## src/rtl/spi_ram_master.sv

```systemverilog
// spi_ram_master: turns parallel host read/write requests into the SPI RAM slave's
// two-frame command protocol. Define SPI_RAM_MASTER_ADDR_SKIP_EN for address caching.
module spi_ram_master #(
  parameter int RD_WAIT  = 1,
  parameter int IDLE_GAP = 2
) (
  input  logic       clk,
  input  logic       rst,
  input  logic       req_valid,
  output logic       req_ready,
  input  logic       req_rd,
  input  logic [7:0] req_addr,
  input  logic [7:0] req_wdata,
  output logic       done,
  output logic [7:0] rdata,
  output logic       busy,
  output logic       SS_n,
  output logic       MOSI,
  input  logic       MISO
);

  localparam logic [2:0] ST_IDLE    = 3'd0;
  localparam logic [2:0] ST_START   = 3'd1;
  localparam logic [2:0] ST_SHIFT   = 3'd2;
  localparam logic [2:0] ST_TURN    = 3'd3;
  localparam logic [2:0] ST_CAPTURE = 3'd4;
  localparam logic [2:0] ST_GAP     = 3'd5;

  localparam logic [3:0] GAP_LOAD  = 4'(IDLE_GAP - 1);
  localparam logic [3:0] TURN_LOAD = (RD_WAIT > 0) ? 4'(RD_WAIT - 1) : 4'd0;

  logic [2:0]  state_r;
  logic        rd_r;
  logic [7:0]  addr_r;
  logic [7:0]  wdata_r;
  logic        data_phase_r;
  logic [3:0]  bit_cnt_r;
  logic [3:0]  wait_cnt_r;
  logic [7:0]  shift_r;
  logic [7:0]  rdata_r;
  logic        done_r;
  logic        busy_r;
  logic        ss_n_r;
  logic        mosi_r;
  logic        accept_s;
  logic        skip_s;
  logic [7:0]  byte_s;
  logic [10:0] frame_s;

  assign req_ready = (state_r == ST_IDLE);
  assign accept_s  = req_valid && (state_r == ST_IDLE);
  assign done      = done_r;
  assign rdata     = rdata_r;
  assign busy      = busy_r;
  assign SS_n      = ss_n_r;
  assign MOSI      = mosi_r;

`ifdef SPI_RAM_MASTER_ADDR_SKIP_EN
  logic [7:0] wr_addr_r;
  logic [7:0] rd_addr_r;
  logic       wr_vld_r;
  logic       rd_vld_r;

  // Address-frame skip when the request hits the cache of its own direction
  always_comb begin
    skip_s = 1'b0;
    if (req_rd) begin
      skip_s = rd_vld_r && (rd_addr_r == req_addr);
    end else begin
      skip_s = wr_vld_r && (wr_addr_r == req_addr);
    end
  end

  // Last-address caches, refreshed on every accept
  always_ff @(posedge clk) begin
    if (rst) begin
      wr_addr_r <= 8'h00;
      rd_addr_r <= 8'h00;
      wr_vld_r  <= 1'b0;
      rd_vld_r  <= 1'b0;
    end else if (accept_s) begin
      if (req_rd) begin
        rd_addr_r <= req_addr;
        rd_vld_r  <= 1'b1;
      end else begin
        wr_addr_r <= req_addr;
        wr_vld_r  <= 1'b1;
      end
    end
  end
`else
  assign skip_s = 1'b0;
`endif

  // Frame under transmission: {cmd[1], cmd[1:0], byte}
  always_comb begin
    byte_s = 8'h00;
    if (!data_phase_r) begin
      byte_s = addr_r;
    end else if (rd_r) begin
      byte_s = 8'h00;
    end else begin
      byte_s = wdata_r;
    end
    frame_s = {rd_r, rd_r, data_phase_r, byte_s};
  end

  // Transaction sequencer
  always_ff @(posedge clk) begin
    if (rst) begin
      state_r      <= ST_IDLE;
      rd_r         <= 1'b0;
      addr_r       <= 8'h00;
      wdata_r      <= 8'h00;
      data_phase_r <= 1'b0;
      bit_cnt_r    <= 4'd0;
      wait_cnt_r   <= 4'd0;
      shift_r      <= 8'h00;
      rdata_r      <= 8'h00;
      done_r       <= 1'b0;
      busy_r       <= 1'b0;
    end else begin
      done_r <= 1'b0;
      busy_r <= accept_s ? 1'b1 : (done_r ? 1'b0 : busy_r);
      case (state_r)
        ST_IDLE: begin
          if (accept_s) begin
            rd_r         <= req_rd;
            addr_r       <= req_addr;
            wdata_r      <= req_wdata;
            data_phase_r <= skip_s;
            state_r      <= ST_START;
          end
        end
        ST_START: begin
          bit_cnt_r <= 4'd10;
          state_r   <= ST_SHIFT;
        end
        ST_SHIFT: begin
          if (bit_cnt_r == 4'd0) begin
            if (rd_r && data_phase_r) begin
              if (RD_WAIT == 0) begin
                bit_cnt_r <= 4'd7;
                state_r   <= ST_CAPTURE;
              end else begin
                wait_cnt_r <= TURN_LOAD;
                state_r    <= ST_TURN;
              end
            end else begin
              wait_cnt_r <= GAP_LOAD;
              state_r    <= ST_GAP;
            end
          end else begin
            bit_cnt_r <= bit_cnt_r - 4'd1;
          end
        end
        ST_TURN: begin
          if (wait_cnt_r == 4'd0) begin
            bit_cnt_r <= 4'd7;
            state_r   <= ST_CAPTURE;
          end else begin
            wait_cnt_r <= wait_cnt_r - 4'd1;
          end
        end
        ST_CAPTURE: begin
          shift_r <= {shift_r[6:0], MISO};
          if (bit_cnt_r == 4'd0) begin
            wait_cnt_r <= GAP_LOAD;
            state_r    <= ST_GAP;
          end else begin
            bit_cnt_r <= bit_cnt_r - 4'd1;
          end
        end
        ST_GAP: begin
          if (wait_cnt_r != 4'd0) begin
            wait_cnt_r <= wait_cnt_r - 4'd1;
          end else if (!data_phase_r) begin
            data_phase_r <= 1'b1;
            state_r      <= ST_START;
          end else begin
            done_r  <= 1'b1;
            state_r <= ST_IDLE;
            if (rd_r) begin
              rdata_r <= shift_r;
            end
          end
        end
        default: state_r <= ST_IDLE;
      endcase
    end
  end

  // Serial pins, registered from the current state
  always_ff @(posedge clk) begin
    if (rst) begin
      ss_n_r <= 1'b1;
      mosi_r <= 1'b0;
    end else begin
      ss_n_r <= !((state_r == ST_START) || (state_r == ST_SHIFT) ||
                  (state_r == ST_TURN)  || (state_r == ST_CAPTURE));
      mosi_r <= (state_r == ST_SHIFT) ? frame_s[bit_cnt_r] : 1'b0;
    end
  end

endmodule
```

## config.mk

```make
export PLATFORM = sky130hd
export DESIGN_NAME = spi_ram_master
export DESIGN_NICKNAME = d
export VERILOG_FILES = /design/src/rtl/spi_ram_master.sv
export SDC_FILE = /design/constraint.sdc
export NUM_CORES = 1
export LEC_CHECK = 0
export BUFFER_PORTS_ARGS = -buffer_cell sky130_fd_sc_hd__buf_2
export CAP_MARGIN = 20
export CORE_MARGIN = 5
export CORE_UTILIZATION = 56
export DETAILED_ROUTE_END_ITERATION = 8
export PLACE_DENSITY = 0.79
export SLEW_MARGIN = 20
export SYNTH_ARGS = -nofsm -noshare
export SYNTH_HDL_FRONTEND = slang
export SYNTH_SLANG_ARGS = --single-unit
```

## constraint.sdc

```tcl
create_clock -name clk -period 2.2 [get_ports clk]
set_input_delay 0.44 -clock clk [delete_from_list [all_inputs] [get_ports clk]]
set_output_delay 0.44 -clock clk [all_outputs]
set_load 0.03 [all_outputs]
```

# Word level (Yosys, flattened, before mapping)
# Cells that the tools add are included.
# Widths: inputs -> output; s select.
totals:
  register_bits: 49
  latchBits: 0
  mem_bits_rw: 0
  rom_bits: 0
  in_bits: 21
  out_inout_bits: 13
  word_cells: 82
  memories: 0
classes:
  add_sub_neg: 2
  multipliers: 0
  div: 0
  n_lt_le_gt_ge: 1
  eq_ne: 13
  shifts: 0
  n_mux: 27
  bitwise_logic: 3
  n_reduce_logical: 23
ops:
  columns: ["op", "n"]
  rows:
  - ["$mux 4", 6]
  - ["$mux 3", 6]
  - ["$pmux 3 s6", 1]
  - ["$mux 8", 2]
  - ["$pmux 4 s4", 1]
  - ["$ne 2x2->1 const B", 7]
  - ["$pmux 4 s3", 1]
  - ["$reduce_and 5->1", 2]
  - ["$logic_not 4->1", 2]
  - ["$mux 1", 8]
  - ["$reduce_bool 4->1", 2]
  - ["$sub 4x1->4 const B", 2]
  - ["$eq 3x2->1 const B", 2]
  - ["$eq 3x3->1 const B", 2]
  - ["$reduce_and 3->1", 2]
  - ["$lt 4x5->1 const B", 1]
  - ["$bmux 1 s4", 1]
  - ["$reduce_and 4->1", 1]
  - ["$reduce_bool 2->1", 2]
  - ["$reduce_or 2->1", 2]
  - ["$eq 3x1->1 const B", 1]
  - ["$logic_not 3->1", 1]
  - ["$logic_or 1x1->1", 3]
  - ["$not 1->1", 3]
  - ["other kinds (7)", 8]

# Logic depth before layout (Yosys ltp)
# Gate-level depths: netlist of the first run.
depth:
  ltp_word: 5
  mapped_depth: 7
  ltp_nobuf: 6

# Worst setup path after synthesis of the first run
# OpenSTA, ideal clock, no wires.
synth_timing:
  path_type: "reg-to-reg"
  from: "register state_r[1]"
  to: "register addr_r[2]"
  setup_ps: 132
  t_arrival_ps: 2025
  required_ps: 2068
  setup_slack_ps: 43
  stages_incl_launch_ff: 7
  n_path_buf: 2
  synth_period_minus_slack_ps: 2157
  path_cell_list: "dfxtp_1 -> buf_2 -> nor3_1 -> nand2_1 -> clkbuf_1 -> nand2_1 -> a21oi_1"
synth_via:
  elab_chain_cells: 3
synth_lines:
  columns: ["element", "line", "text"]
  rows:
  - ["from (decl)", "32", "logic [2:0] state_r;"]
  - ["from (signal assigned)", "111", "state_r <= ST_IDLE;"]
  - ["from (signal assigned)", "132", "state_r <= ST_START;"]
  - ["from (signal assigned)", "137", "state_r <= ST_SHIFT;"]
  - ["$logic_not 3->1 *", null, null]
  - ["named net req_ready", "10", "output logic req_ready,"]
  - ["$logic_and 1x1->1", "51", "assign accept_s = req_valid && (state_r == ST_IDLE);"]
  - ["$reduce_and 2->1 (no source line) *", null, null]
  - ["to (signal assigned)", "129", "addr_r <= req_addr;"]
  - ["to (decl)", "34", "logic [7:0] addr_r;"]
# Mark *: on every way through the listed nets, which the timed path passes. The rest lies on a longest branch.
# A chain may end at the register's enable or synchronous reset.

# Final worst setup path of the first run
layout_timing:
  from: "register wait_cnt_r[0]"
  to: "register bit_cnt_r[0]"
layout_via:
  elab_chain_cells: 3
layout_lines:
  columns: ["element", "line", "text"]
  rows:
  - ["from (decl)", "38", "logic [3:0] wait_cnt_r;"]
  - ["from (signal assigned)", "162", "wait_cnt_r <= wait_cnt_r - 4'd1;"]
  - ["from (signal assigned)", "176", "wait_cnt_r <= wait_cnt_r - 4'd1;"]
  - ["$logic_not 4->1", "158", "if (wait_cnt_r == 4'd0) begin"]
  - ["$ne 2x2->1 (no source line)", null, null]
  - ["$reduce_and 3->1 (no source line)", null, null]
  - ["to (signal assigned)", "154", "bit_cnt_r <= bit_cnt_r - 4'd1;"]
  - ["to (signal assigned)", "171", "bit_cnt_r <= bit_cnt_r - 4'd1;"]
  - ["to (decl)", "37", "logic [3:0] bit_cnt_r;"]
# Every way passes these cells.

==> qor.txt, run 1 <==
Status -> complete, no violations
Setup tns final -> 0 ns
H-tree levels -> 2
Number of synthesized flops with an enable pin -> 0
Final Hold Fails -> 0
Fill cells -> 326
DRT Pass-1 Iters -> 4
Num rows -> 23
Worst EP required -> 2.40 ns
Area of the mapped netlist -> 0.00226 mm^2
Max transition margin -> 59.6%
Final Critical Period -> 1.95 ns
Crit path largest cell delay -> 0.48 ns
Post-synth top flop -> dfxtp_1
Root buffer cell -> clkbuf_8
Vias -> 1859
Startpoint types -> flop
Global-route wire length before repair -> 8020 um
Worst path buffer plus inverter count -> 1
Worst Reg-to-Reg Cells -> 6
Hold bufs inserted after CTS -> 0
Pin count of the biggest net entering global routing -> 27
GPL Wtd Cong -> 0.842
Worst reg-to-reg setup slack -> 0.25 ns
RSZ-0062 raised after global routing -> false
Post-synthesis sequential area ratio -> 43.4%
GR Overflow Total -> 0
Seq cells post-synth -> 49
Initial antenna violation count -> 0
Nets -> 312
Remaining routing DRC violations -> 0
Non-filler cells, final -> 340
Library cells used by synthesis -> 43
FF-to-FF End -> bit_cnt_r[0]
IO Pins -> 34
Critical Path End -> bit_cnt_r[0]
Worst-path clk slew -> 0.09 ns
FF/Latch Area -> 981 um^2
Clk buf depth -> 2
Critical Path Start -> wait_cnt_r[0]
Hold WC Path Type -> input pin to flop
CP endpoint kind -> flop
DIE AREA -> 0.00541 mm^2
MaxCap Viol Count -> 0
N_diodes -> 0
Hpwl dp -> 3360 um
Crit path kind -> flop to flop
Post_cts resized -> 0
Async SR Flop Fraction -> 0%
Via density -> 5.47
Cell family with most CP delay -> compound AO/OA/AOI/OAI gates
CP max stage cell -> or3b_1
Initial cell density of the core -> 57.3%
Slew Limit Fails -> 0
Worst path cell trace -> inv_1 > ha_1 > or3b_1 > a21oi_1 > o211ai_2 > o311a_1
Wire length per cell -> 13.7 um
Synth Area per Inst -> 8.79 um^2
Syn Nets -> 280
Area grow syn2layout -> 14.8%
Multi-input logic area -> 0.00116 mm^2
CP Max Fanout -> 7
Total GRT Usage -> 18.8%
IO Port Bufs -> 33
Crit share post-route -> 88.8%
Fmax -> 512 MHz
Hold Slack -> 0.363 ns
Clk sink count -> 49
Worst slew pin tran -> 0.605 ns
Die height -> 73.5 um
VDD IR max -> 0.000686 V
Drt total wl -> 4650 um
Post-CTS setup buffers -> 0
Core Area -> 0.00394 mm^2
Top-area cell type share of the netlist area -> 43.4%
P_leak -> 0.00101 uW
Yosys warns -> 0
DR iter-0 viols -> 91
PD cells -> 1170 mW/mm^2
Worst Skew -> 0.00874 ns
Die span in x -> 73.5 um
Crit path DAT -> 2.15 ns
CTS tree -> yes
Leading area contributor after synthesis -> dfxtp_1
Placed insts -> 332
Critical path depth -> 6
Vias in the first global route -> 1830
Clock buffer count from CTS -> 5
Layout cells sized above 1 -> 20.3%
Post-DRT Antenna Nets -> 0
Latest clock arrival within the worst-skew pair -> 0.30 ns
Setup violators final -> 0
Synth Instances -> 257
Synth top area cells -> dfxtp_1 (43%), mux2i_1 (8.4%), nand2_1 (6.5%)
Reg-to-Reg Start -> wait_cnt_r[0]
==> cell families after synthesis <==
logic type | after synthesis | share of synthesized area [%]
AO/OA/AOI/OAI | 49 | 13.6
XOR/XNOR | 6 | 2.33
adder cells (fa/ha/maj) | 2 | 1.11
buffers and inverters | 27 | 5.37
flip-flops | 49 | 43.4
multiplexers | 24 | 12.9
AND/OR/NAND/NOR | 100 | 21.3
==> registers in the layout (all words and copies together) (netlist names) <==
register	count
addr_r	8
bit_cnt_r	4
wait_cnt_r	4
done	1
busy	1
shift_r	8
wdata_r	8
data_phase_r	1
state_r	3
rd_r	1
MOSI	1
SS_n	1
rdata	8
==> cells in the mapped netlist (3+ instances only) <==
cell type and instances:
a21o_1 3, nor3b_1 4, nand2_1 39, nand3_1 5, clkbuf_1 7, inv_1 7, mux2i_1 19, o21ai_0 4
nor2b_1 4, a21oi_1 27, dfxtp_1 49, buf_2 10, nand2b_1 5, mux4_2 4, xor2_1 4, nor2_1 23
nor3_1 8
==> worst min path at each step <==
stage                       from    endpoint  cells after the start
finish               req_addr[3]   addr_r[3]                      3
global route        req_wdata[5]  wdata_r[5]                      3
CTS                 req_wdata[5]  wdata_r[5]                      3
detailed placement    wdata_r[1]  wdata_r[1]                      2
global placement      wdata_r[0]  wdata_r[0]                      2
floorplan              addr_r[2]   addr_r[2]                      2
==> stage by stage <==
stage | utilization [%] | total power, uW | setup slack (ns) | area [um^2]
after floorplan | - | 2130 | 0.0429 | 2260
after global placement | 63.0 | 2370 | 0.336 | 2480
after detailed placement | 63.0 | 2410 | 0.276 | 2480
after CTS | 65.8 | 3050 | 0.268 | 2590
after global routing | 65.8 | 3250 | 0.167 | 2590
final | 65.8 | 3040 | 0.247 | 2590
==> layout make-up <==
class	instances	area share (%)
multi-input combinational	181	44.6
sequential	49	37.8
timing repair buffer	45	9.84
clock buffer	6	2.80
tap	50	2.41
clock inverter	2	1.50
inverter	7	1.01
==> metal layers <==
layer,wire length [um],track usage (%),part of all wire (%),vias to the layer above
met3,225,3.56,4.8,10
met2,2340,33.0,50,46
li1,-,-,-,954
met5,0,0,0,-
met1,1990,22.3,43,849
met4,95,8.05,2.0,0
==> worst register-to-register path, stage by stage, from the launching register on <==
cell	delay, ns
dfxtp_1	0.34
inv_1	0.07
ha_1	0.17
or3b_1	0.48
a21oi_1	0.28
o211ai_2	0.16
o311a_1	0.35
==> cell usage in the layout (no fill, tap or decap), types with 2 or more instances in the layout <==
cell       n
a21o_1     3
a21oi_1   27
a22oi_1    2
and2_1     2
buf_2     33
buf_4     12
clkbuf_8   5
dfxtp_1   49
ha_1       2
inv_1      7
mux2i_1   19
mux4_2     4
nand2_1   39
nand2b_1   5
nand3_1    5
nand4_1    2
nor2_1    23
nor2b_1    4
nor3_1     8
nor3b_1    4
nor4_1     2
o21a_1     2
o21ai_0    4
o221ai_1   2
xnor2_1    2
xor2_1     4
==> report_power, final <==
part / internal [uW] / switching, uW / total (uW)
logic: 523 / 729 / 1250
clock network: 341 / 292 / 634
registers: 1030 / 129 / 1160
No activity file was read; power rests on OpenSTA's default activity.
==> run 2, diff against run 1 <==
--- a/config.mk
+++ b/config.mk
@@ -5,12 +5,13 @@
 export SDC_FILE = /design/constraint.sdc
 export NUM_CORES = 1
 export LEC_CHECK = 0
+export ABC_AREA = 1
 export BUFFER_PORTS_ARGS = -buffer_cell sky130_fd_sc_hd__buf_2
 export CAP_MARGIN = 20
 export CORE_MARGIN = 5
-export CORE_UTILIZATION = 56
+export CORE_UTILIZATION = 55
 export DETAILED_ROUTE_END_ITERATION = 8
-export PLACE_DENSITY = 0.79
+export PLACE_DENSITY = 0.78
 export SLEW_MARGIN = 20
 export SYNTH_ARGS = -nofsm -noshare
 export SYNTH_HDL_FRONTEND = slang
==> qor.txt, run 2 <==
Wire length per cell -> 11.3 um (-17%)
Seq cells post-synth -> 49 (unchanged)
Worst slew pin tran -> 0.357 ns (-0.248 ns)
Leading area contributor after synthesis -> dfxtp_1
Crit share post-route -> 84.4% (-4.4 points)
Crit path kind -> flop to output pin
Worst-path clk slew -> 0.09 ns (about the same)
Global-route wire length before repair -> 7760 um (-3.3%)
IO Pins -> 34 (unchanged)
DR iter-0 viols -> 148 (+63%)
CTS tree -> yes
VDD IR max -> 0.000756 V (+10%)
Simple-gate share of the synthesized area -> 28.2% (+7.0 points)
Total power -> 3150 uW (+3.6%)
Post-DRT Antenna Nets -> 0 (unchanged)
Worst EP required -> 1.76 ns (-0.64 ns)
Worst Skew -> 0.00545 ns (-0.00329 ns)
Worst reg-to-reg setup slack -> 0.58 ns (+0.33 ns)
Fmax -> 539 MHz (+5.2%)
GPL Wtd Cong -> 0.833 (-1.0%)
CP max stage cell -> dfxtp_1
DIE AREA -> 0.00532 mm^2 (-1.5%)
Yosys warns -> 0 (unchanged)
Final Critical Period -> 1.86 ns (-0.0968 ns)
Compound-gate portion of the synthesized area -> 17.5% (+3.8 points)
Initial antenna violation count -> 0 (unchanged)
Root buffer cell -> clkbuf_8
Hold WC Path Type -> input pin to flop
Area grow syn2layout -> 14.7% (about the same)
Initial cell density of the core -> 58.2% (+0.91 points)
Synth Area per Inst -> 6.85 um^2 (-22%)
N_diodes -> 0 (unchanged)
MaxCap Viol Count -> 0 (unchanged)
Syn Nets -> 341 (+22%)
Post-synthesis sequential area ratio -> 45.0% (+1.6 points)
Largest family of logic cells by synthesized area -> simple AND/OR/NAND/NOR gates
IO Port Bufs -> 33 (unchanged)
Remaining routing DRC violations -> 0 (unchanged)
Top-count cell post-synth -> nand2_1
Reg-to-Reg Start -> state_r[1]
DRT Pass-1 Iters -> 4 (unchanged)
H-tree levels -> 2 (unchanged)
Number of synthesized flops with an enable pin -> 0 (unchanged)
Startpoint types -> flop
GR Overflow Total -> 0 (unchanged)
RSZ-0062 raised after global routing -> false
Die height -> 73.0 um (-0.78%)
Setup violators final -> 0 (unchanged)
Adder-Cell Fraction of Synth Area -> 1.15% (+0.041 points)
Slew Limit Fails -> 0 (unchanged)
FF-to-FF End -> wdata_r[1]
Core Area -> 0.00374 mm^2 (-5.0%)
Nets -> 375 (+20%)
Min-Delay Path Depth -> 3 (unchanged)
Final Hold Fails -> 0 (unchanged)
Worst Reg-to-Reg Cells -> 7 (+1)
Crit path largest cell delay -> 0.35 ns (-0.13 ns)
Async SR Flop Fraction -> 0% (unchanged)
HP Start -> MISO
Post-synthesis mux area share -> 0% (-13 points)
Num rows -> 22 (-4.3%)
Setup tns final -> 0 ns (unchanged)
Synth top cells by count -> nand2_1 (60), nor2_1 (54), dfxtp_1 (49)
Post-synth top flop -> dfxtp_1
Area of the mapped netlist -> 0.00218 mm^2 (-3.5%)
Total GRT Usage -> 18.1% (-0.78 points)
Fill cells -> 355 (+8.9%)
Vias in the first global route -> 1785 (-2.5%)
Layout cells sized above 1 -> 15.6% (-4.7 points)
CP endpoint kind -> output pin
Library cells used by synthesis -> 22 (-49%)
Status -> complete, no violations
Crit path DAT -> 1.42 ns (-0.73 ns)
P_leak -> 0.00111 uW (+9.8%)
Commonest non-fill, non-tap cell in the layout -> nand2_1
Synth top area cells -> dfxtp_1 (45%), nand2_1 (10%), nor2_1 (9.3%)
Clk sink count -> 49 (unchanged)
Hpwl dp -> 3360 um (about the same)
Clk buf depth -> 2 (unchanged)
CP Max Fanout -> 8 (+1)
Leading cell types in the layout, fill and taps excluded -> nand2_1 (60), nor2_1 (54), dfxtp_1 (49)
Drt total wl -> 4530 um (-2.5%)
Clock buffer count from CTS -> 5 (unchanged)
Vias -> 2060 (+11%)
Synth Area in XOR/XNOR -> 0% (-2.3 points)
Worst path cell trace -> nor2_1 > inv_1 > nor2_2 > buf_2
Via density -> 5.15 (-5.8%)
Post_cts resized -> 0 (unchanged)
Synth Instances -> 318 (+24%)
Hold bufs inserted after CTS -> 0 (unchanged)
PD cells -> 1260 mW/mm^2 (+7.5%)
Top-area cell type share of the netlist area -> 45.0% (+1.6 points)
Latest clock arrival within the worst-skew pair -> 0.29 ns (about the same)
Post-CTS setup buffers -> 0 (unchanged)
Pin count of the biggest net entering global routing -> 25 (-7.4%)
Die span in x -> 73.0 um (-0.78%)
Max transition margin -> 76.2% (+17 points)
Worst Hold End -> shift_r[0]
-- run 2: cell types whose count changed after synthesis, sizes merged, moves of 4 or more --
cell	delta
inv	+27
nor3	-8
o21ai	+35
nor2	+32
nand3	+22
nand2b	-5
a21oi	+5
nor2b	-4
buf	-8
mux2i	-19
mux4	-4
nand2	+23
xor2	-4
-- run 2: logic make-up (layout without fill, tap and decap cells) --
group	count (synthesis)	count (layout)
buffers and inverters	46	80
DFF	49	49
AOI/OAI and AO/OA	74	74
adders and majority gates	2	2
and+or+nand+nor	147	147
-- run 2: where the power goes --
part           leakage [uW]  internal (uW)  switching [uW]  total [uW]
combinational      0.000659            437             853        1290
sequential         0.000400           1110             145        1250
clock             0.0000540            331             283         613
total               0.00111           1870            1280        3150
-- run 2: how the worst max path moves through the flow --
stage,startpoint,to,slack (ns),cells after the start
after floorplan,state_r[1],req_ready,0.84,4
after global placement,state_r[1],wdata_r[0],0.60,7
after detailed placement,state_r[1],wdata_r[1],0.62,7
after CTS,state_r[1],req_ready,0.35,4
after global routing,state_r[1],req_ready,0.26,4
final,state_r[1],req_ready,0.34,4
-- run 2: area by class of cell --
type,instances,area (um^2),share of cell area (%)
repair buffers,38,203,8.11
flip-flops and latches,49,981,39.2
inverters,35,131,5.26
clock inverters,2,35.0,1.40
multi-input cells,223,1020,40.8
clock buffers,5,68.8,2.75
well taps,48,60.1,2.40
-- run 2: per-stage QoR --
step	worst slack (ns)	cell area (um^2)	util, %	instances	hold WS, ns
global route	0.258	2500	66.8	400	0.410
CTS	0.345	2500	66.8	400	0.387
global placement	0.600	2400	64.0	393	0.443
floorplan	0.837	2180	-	318	0.429
finish	0.344	2500	66.8	400	0.390
detailed placement	0.618	2400	64.0	393	0.448
-- run 2: routing by layer --
metal | track usage, % | vias to the layer above | wire length (um) | share of wire (%)
met5 | 0 | - | 0 | 0
met4 | 6.15 | 0 | 27 | 0.60
met3 | 3.72 | 4 | 249 | 5.5
met2 | 28.1 | 50 | 1960 | 43
met1 | 24.9 | 920 | 2290 | 51
li1 | - | 1086 | - | -
-- run 2: critical path: cells and delay by family (launching register included) --
| family | cells | cell delay [ns] |
|---|---|---|
| buf+inv | 2 | 0.35 |
| simple gates | 2 | 0.42 |
| flops | 1 | 0.35 |
